<file path="config.mk">
export PLATFORM = sky130hd
export DESIGN_NAME = move_arbiter
export DESIGN_NICKNAME = d
export VERILOG_FILES = /design/src/rtl/move_arb_pkg.sv /design/src/rtl/move_arbiter_rr_pick.sv /design/src/rtl/move_arbiter.sv
export SDC_FILE = /design/constraint.sdc
export NUM_CORES = 1
export LEC_CHECK = 0
export ABC_AREA = 1
export CORE_MARGIN = 2
export CORE_UTILIZATION = 48
export CTS_CLUSTER_SIZE = 12
export DETAILED_ROUTE_END_ITERATION = 8
export GPL_TIMING_DRIVEN = 1
export PLACE_DENSITY_LB_ADDON = 0.2
export SLEW_MARGIN = 15
export SYNTH_ARGS = -nofsm -noshare
export SYNTH_HDL_FRONTEND = slang
export SYNTH_SLANG_ARGS = --single-unit
</file>
<file path="constraint.sdc">
create_clock -name clk -period 1.58 [get_ports clk]
set_input_delay 0.316 -clock clk [delete_from_list [all_inputs] [get_ports clk]]
set_output_delay 0.316 -clock clk [all_outputs]
set_load 0.01 [all_outputs]
</file>
<file path="src/rtl/move_arb_pkg.sv">
// Shared types and requester index names for the move arbiter.
package move_arb_pkg;

  typedef enum logic [1:0] {
    IDLE  = 2'd0,
    OFFER = 2'd1,
    BUSY  = 2'd2
  } arb_state_t;

  localparam int REQ_LEFT  = 0;
  localparam int REQ_RIGHT = 1;
  localparam int REQ_ROT   = 2;
  localparam int REQ_GRAV  = 3;

endpackage

</file>
<file path="src/rtl/move_arbiter_rr_pick.sv">
// Combinational rotating-priority picker: first set pend bit after ptr, wrapping.
module rr_pick #(
  parameter int N_REQ = 4,
  parameter int IDX_W = $clog2(N_REQ)
) (
  input  logic [N_REQ-1:0] pend,
  input  logic [IDX_W-1:0] ptr,
  output logic [N_REQ-1:0] win,
  output logic [IDX_W-1:0] win_idx,
  output logic             any
);

  always_comb begin : pick
    logic [IDX_W-1:0] j;
    win     = '0;
    win_idx = '0;
    any     = 1'b0;
    j       = '0;
    // N_REQ is a power of two, so index wrap is plain truncation.
    for (int k = 1; k <= N_REQ; k++) begin
      j = ptr + IDX_W'(k);
      if (!any && pend[j]) begin
        any     = 1'b1;
        win_idx = j;
      end
    end
    win[win_idx] = any;
  end

endmodule

</file>
<file path="src/rtl/move_arbiter.sv">
// Round-robin arbiter sharing the board-update engine between game-event requesters.
module move_arbiter
  import move_arb_pkg::*;
#(
  parameter int N_REQ   = 4,
  parameter int IDX_W   = $clog2(N_REQ),
  parameter int TIMEOUT = 255
) (
  input  logic             clk,
  input  logic             reset_n,
  input  logic [N_REQ-1:0] req,
  input  logic             eng_ready,
  input  logic             eng_done,
  output logic [N_REQ-1:0] grant,
  output logic [IDX_W-1:0] grant_idx,
  output logic             grant_valid,
  output logic             busy,
  output logic [N_REQ-1:0] pend,
  output logic             timeout_err
);

  localparam int WD_W = $clog2(TIMEOUT);

  arb_state_t       state;
  logic [IDX_W-1:0] ptr;
  logic [WD_W-1:0]  wd;

  logic [N_REQ-1:0] win;
  logic [IDX_W-1:0] win_idx;
  logic             any;
  logic             accept;
  logic [N_REQ-1:0] clr;

  rr_pick #(.N_REQ(N_REQ), .IDX_W(IDX_W)) u_pick (
    .pend    (pend),
    .ptr     (ptr),
    .win     (win),
    .win_idx (win_idx),
    .any     (any)
  );

  assign accept = grant_valid && eng_ready && (state == OFFER);
  assign clr    = accept ? grant : '0;

  always_ff @(posedge clk or negedge reset_n) begin
    if (!reset_n) begin
      state       <= IDLE;
      grant       <= '0;
      grant_idx   <= '0;
      grant_valid <= 1'b0;
      busy        <= 1'b0;
      pend        <= '0;
      timeout_err <= 1'b0;
      ptr         <= IDX_W'(N_REQ-1);
      wd          <= '0;
    end else begin
      timeout_err <= 1'b0;
      // A new pulse on the accept cycle survives the clear.
      pend <= (pend & ~clr) | req;
      case (state)
        IDLE: if (any) begin
          grant       <= win;
          grant_idx   <= win_idx;
          grant_valid <= 1'b1;
          state       <= OFFER;
        end
        OFFER: if (accept) begin
          ptr         <= grant_idx;
          busy        <= 1'b1;
          grant_valid <= 1'b0;
          wd          <= '0;
          state       <= BUSY;
        end
        BUSY: begin
          // Watchdog abort drops the command; its pend bit is not restored.
          if (eng_done || wd == WD_W'(TIMEOUT-1)) begin
            grant       <= '0;
            grant_idx   <= '0;
            busy        <= 1'b0;
            wd          <= '0;
            timeout_err <= !eng_done;
            state       <= IDLE;
          end else begin
            wd <= wd + 1'b1;
          end
        end
        default: state <= IDLE;
      endcase
    end
  end

endmodule

</file>
After elaboration in Yosys (flattened, before gate mapping)

Cells that the tools add are included.

Register bits: 25
Input port bits: 8
Output and inout bits: 13
Logic and storage cells: 89

Add/sub/neg operators: 4
Order comparisons: 6
Eq/ne operators: 6
Mux-type cells: 39
Bitwise logic cells: 4
Reductions and logical operators: 21

Operator list:

| kind                                                                          | number |
|---|---|
| 2-bit 2-to-1 mux                                                              | 8 |
| 8-bit 2-to-1 mux                                                              | 2 |
| 8-bit case mux with 2 select lines                                            | 1 |
| 2-bit by 3-bit less-than comparator with 1-bit output (second input constant) | 5 |
| 1-bit 2-to-1 mux                                                              | 15 |
| 4-bit 2-to-1 mux                                                              | 3 |
| 3-bit AND reduction                                                           | 4 |
| 8-bit by 1-bit adder with 8-bit output (second input constant)                | 1 |
| 4-bit bitwise AND                                                             | 2 |
| 1-bit binary-select mux with 2-bit select                                     | 4 |
| 8-bit == test (second input constant)                                         | 1 |
| 4-bit case mux with 2 select lines                                            | 1 |
| 1-bit logical AND                                                             | 6 |
| 2-bit inequality test (second input constant)                                 | 3 |
| 2-bit case mux with 3 select lines                                            | 1 |
| 2-bit nonzero test                                                            | 3 |
| 2-bit adder (second input constant)                                           | 2 |
| 1-bit logical NOT                                                             | 4 |
| 4-bit NOT                                                                     | 1 |
| 4-bit bitwise OR                                                              | 1 |
| 1-bit case mux with 2 select lines                                            | 2 |
| 2-bit case mux with 2 select lines                                            | 1 |
| 2-bit AND reduction                                                           | 2 |
| 2-bit by 1-bit adder with 2-bit output (second input constant)                | 1 |
| 6 further kinds                                                               | 6 |

Logic depth before layout (Yosys ltp)

Word-level depth: 20
Gate-level depth with buffers: 14
Gate-level depth less buffers: 13

Modules after synthesis

A second synthesis with hierarchy kept.

Cells, all modules: 213
Area total of the unflattened synthesis: 1,554.0 um^2

Modules (own cells, without submodules):

| module       | instances | cells each | area an instance (um^2) |
|---|---|---|---|
| move_arbiter | 1         | 138        | 1,174.9 |
| rr_pick      | 1         | 75         | 379.1 |

Worst setup path before layout

OpenSTA, ideal clock, no wires.

Kind: reg2reg
From: register ptr[0]
To: register grant[0]
Data arrival time: 1,471 ps
Data required time: 1,462 ps
Slack: -8 ps
Cell stages (with the launch flop): 14
Clock period less this slack: 1,588 ps
Cell sequence: dfstp_2 > buf_6 > inv_8 > nand2_1 > nand2_1 > nand2_1 > nand2_2 > nor2_8 > nand3_2 > nand2_2 > buf_6 > nor2_2 > nand2_1 > nand2_1

Cells in the longest elaborated chain, start to end: 20
Elaborated cells between the ends (all ways): 35

Ends and longest elaborated chain:

| what                                                                                                                                          | RTL line                   | text |
|---|---|---|
| from (decl)                                                                                                                                   | move_arbiter.sv:25         | `logic [IDX_W-1:0] ptr;` |
| from (signal assigned)                                                                                                                        | move_arbiter.sv:54         | `ptr <= IDX_W'(N_REQ-1);` |
| from (signal assigned)                                                                                                                        | move_arbiter.sv:68         | `ptr <= grant_idx;` |
| 2-bit by 1-bit adder with 2-bit output                                                                                                        | move_arbiter_rr_pick.sv:21 | `j = ptr + IDX_W'(k);` |
| 1-bit binary-select mux with 2-bit select                                                                                                     | move_arbiter_rr_pick.sv:22 | `if (!any && pend[j]) begin` |
| 1-bit 2-to-1 mux (not written as such)                                                                                                        | move_arbiter_rr_pick.sv:22 |  |
| 1-bit 2-to-1 mux                                                                                                                              | move_arbiter_rr_pick.sv:22 |  |
| 1-bit logical NOT                                                                                                                             | move_arbiter_rr_pick.sv:22 |  |
| 1-bit logical AND                                                                                                                             | move_arbiter_rr_pick.sv:22 |  |
| 1-bit 2-to-1 mux                                                                                                                              | move_arbiter_rr_pick.sv:22 |  |
| 1-bit logical NOT                                                                                                                             | move_arbiter_rr_pick.sv:22 |  |
| [4 not listed]                                                                                                                                | -                          |  |
| 2-bit 2-to-1 mux                                                                                                                              | move_arbiter_rr_pick.sv:22 |  |
| 2-bit by 3-bit less-than comparator with 1-bit output (not written as such) or 2-bit by 1-bit >= comparator with 1-bit output (tied branches) | move_arbiter_rr_pick.sv:27 | `win[win_idx] = any;` |
| 1-bit logical AND (not written as such)                                                                                                       | move_arbiter_rr_pick.sv:27 |  |
| 1-bit 2-to-1 mux (not written as such)                                                                                                        | move_arbiter_rr_pick.sv:27 |  |
| 1-bit demux with 2-bit select                                                                                                                 | -                          |  |
| 4-bit bitwise AND (no line)                                                                                                                   | -                          |  |
| 4-bit 2-to-1 mux                                                                                                                              | move_arbiter.sv:61         | `IDLE: if (any) begin` |
| 4-bit case mux with 2 select lines                                                                                                            | move_arbiter.sv:60         | `case (state)` |
| to (signal assigned)                                                                                                                          | move_arbiter.sv:62         | `grant <= win;` |
| to (decl)                                                                                                                                     | move_arbiter.sv:14         | `output logic [N_REQ-1:0] grant,` |

Parallel ways exist; a longest one is shown, timed or not. The select of a mux whose other input is x is not followed.
A chain may end at the register's enable or synchronous reset.

Worst setup path in the final report

From: register ptr[0]
To: register grant[3]

The elaborated chain is that of the path after synthesis.

==> metrics.cfg <==
[synth]
syn_nets = 192
netlist.top_cell.by_area = dfrtp_1
synth_area_leaders = dfrtp_1 41%, nand2_1 16%, nand3_1 5.7%
synth_top_area_share = 0.4064
yosys_warnings = 0
syn_avg_cell_area_um2 = 7.782
ys_ff_latch = 25
yosysSeqAreaShare = 0.4435
ys_types = 29
syn_inst = 182
netlist_area_mm2 = 0.001416

[grt]
grt_overflow_total = 0
grt_usage = 0.2127
grt_antenna_before_repair = 0
grt_pass1_vias = 1314
grt_pass1_wl_um = 5526
grt_max_degree = 26

[die]
die_w_um = 58.32
core_area_mm2 = 0.002781
dieArea_mm2 = 0.003401
initial_core_util = 0.5092
io_pins = 21
rows = 19
dieHeight_um = 58.32

[pwr]
switching_share = 0.4702
seqPwrFrac = 0.266
internal_power_mw = 1.942
switchingPower_mw = 1.724
power.density_mw_per_mm2 = 1831
clock_power_share = 0.079
peakVddDrop_uv = 1722
leakagePower_nw = 1.022
combPwrFrac = 0.655

[setup_path]
arrival_ns = 1.96
r2r-end = grant[3]
r2r-start = ptr[0]
reg2regPathDepth = 13
r2r_setup_slack_ns = -0.15
critPathLaunchType = flop
cp_max_fo = 8
crit_path_end_kind = flop
cp_data_required_time_ns = 1.80
setup.worst_path.class = flop to flop

[layout]
fillCellCount = 207
syn2layout_area_growth_pct = 41.34
nets = 243
antenna_cells = 0
drive_above_1_share = 0.3147
final_cell_area_mm2 = 0.002002

[sta]
finalCriticalPeriod_ns = 1.732
setup_ws_ns = -0.1524
skew_ns = 0.001034
whs_ns = 0.3368
finalHoldViolations = 0
worst_slew_pin_slew_ns = 0.3946
drv_slew = 0
grt_setup_unrepaired = yes
finalCritPeriodShare = 1.096
setup_viol = 6
max_freq_ghz = 0.5773
relSlewSlack = 0.7359

[clock_tree]
clkLatencyLatePin_ns = 0.32
clockRootBuffer = clkbuf_4
cts_tree = built
numClockSinks = 25
numCtsBuffers = 3
clockBufferDepth = 2
htreeDepth = 1
clk_pin_slew_ns = 0.14

[status]
status = finished with violations
violations = negative setup slack

[routing]
first_pass_iters = 4
dr_total_vias = 1352
antenna_left = 0
wire_per_inst_um = 13.23
viasPerCell = 5.141
wirelength_um = 3480
drc = 0
initialDrtViolationCount = 66

[placed_design]
port_buffers = 20
hpwlAfterDp_um = 2332
gp_congestion = 0.9056
place_ws_ns = -0.1314
placed_area_mm2 = 0.001715

[worst_hold_path]
hold_class = input pin to async pin

[flow_run]
cap_violations = 0

-- stage by stage --
stage	power (mW)	utilization	instances	TNS, ns
after floorplan	2.219	-	182	0
after global routing	3.940	0.7197	263	-1.600
after detailed placement	2.798	0.6167	242	-0.7962
after CTS	3.431	0.6838	260	-0.4138
final	3.666	0.7197	263	-0.7259
after global placement	2.725	0.6167	242	-0.2175
-- sequential cells by signal, indices dropped and copies added, names as in the netlist --
signal / cells
busy: 1
grant: 4
grant_idx: 2
grant_valid: 1
pend: 4
ptr: 2
state: 2
timeout_err: 1
wd: 8
-- layout by cell type, fill, tap and decap left out, drive strengths merged --
master | synthesis | routed
xor2 | 1 | 1
clkbuf | 0 | 3
clkdlybuf4s50 | 0 | 12
nand2 | 69 | 70
nand3b | 1 | 1
buf | 2 | 27
dlymetal6s2s | 0 | 7
nand3 | 18 | 18
and3 | 1 | 1
a21boi | 1 | 1
xnor2 | 1 | 1
clkinvlp | 0 | 1
ha | 2 | 2
dfstp | 2 | 2
a21oi | 4 | 4
o21ai | 7 | 7
nor2 | 12 | 12
o22ai | 2 | 2
inv | 24 | 24
dlygate4sd2 | 0 | 1
a21o | 4 | 4
dfrtp | 23 | 23
nor3 | 7 | 7
nand4 | 1 | 1
-- worst max-delay path, cell delays in order (launching register included) --
cell and delay, ns:
dfstp_2 0.68, inv_8 0.08, nand2_4 0.08, nand2_4 0.06, inv_2 0.06, nand2_1 0.05, nand2_2 0.12, inv_1 0.06
nand2_1 0.06, nand3_1 0.09, nand2_2 0.13, inv_2 0.05, nand2_1 0.05, nand2_1 0.04
-- routing by layer --
metal	GRT usage	vias to the layer above	share of wire
li1	-	681	-
met1	0.2747	629	0.43
met2	0.3531	33	0.51
met3	0.03297	9	0.034
met4	0.09635	0	0.025
met5	0	-	0
-- layout make-up --
class                      instances  area [um^2]  share of cell area
sequential                        25        629.4              0.3144
tap                               31        38.79             0.01938
clock inverter                     1        7.507            0.003750
clock buffer                       3        22.52             0.01125
timing repair buffer              47        422.9              0.2113
inverter                          24        97.59             0.04875
multi-input combinational        132        783.3              0.3912
-- worst max-delay path by stage --
stage	from	end	slack, ns	cells past startpoint
3_3_place_gp	ptr[0]	grant[0]	-0.04	11
6_report	ptr[0]	grant[3]	-0.15	13
5_1_grt	ptr[0]	grant_idx[1]	-0.27	10
3_5_place_dp	ptr[0]	grant_idx[1]	-0.13	11
4_1_cts	ptr[0]	grant_idx[1]	-0.09	10
2_1_floorplan	ptr[0]	grant[0]	0.007	13
-- cells by family (layout without fill, tap and decap cells) --
kind of cell / after synthesis / in the layout / synth area share
DFF: 25 / 25 / 0.4435
adders and majority gates: 2 / 2 / 0.01767
and+or+nand+nor: 109 / 110 / 0.3649
buffers and inverters: 26 / 75 / 0.08481
xor gates and xnor gates: 2 / 2 / 0.01237
AOI/OAI and AO/OA: 18 / 18 / 0.07685
-- power groups by stage --
| stage | Combinational (mW) | Sequential [mW] | Clock, mW |
|---|---|---|---|
| after floorplan | 1.21 | 1.00 | 0 |
| after global placement | 1.71 | 1.02 | 0 |
| after detailed placement | 1.77 | 1.03 | 0 |
| after CTS | 2.15 | 0.977 | 0.301 |
| after global routing | 2.62 | 1.00 | 0.316 |
| final | 2.40 | 0.974 | 0.289 |
-- Yosys cell counts, drive strengths merged --
| cell | number |
|---|---|
| buf | 2 |
| nor2 | 12 |
| a21o | 4 |
| xor2 | 1 |
| a21oi | 4 |
| dfrtp | 23 |
| o22ai | 2 |
| inv | 24 |
| xnor2 | 1 |
| ha | 2 |
| nor3 | 7 |
| nand3 | 18 |
| a21boi | 1 |
| dfstp | 2 |
| nand3b | 1 |
| and3 | 1 |
| o21ai | 7 |
| nand4 | 1 |
| nand2 | 69 |
-- repair_timing --
item / CTS / global route
resized for setup: 21 / 22
hold buffers: 0 / 0
cloned: 1 / 0
pin swaps: 9 / 14
endpoints found under the setup margin: 19 / 15
buffers inserted: 13 / 3
Power figures use the tool's default switching activity.
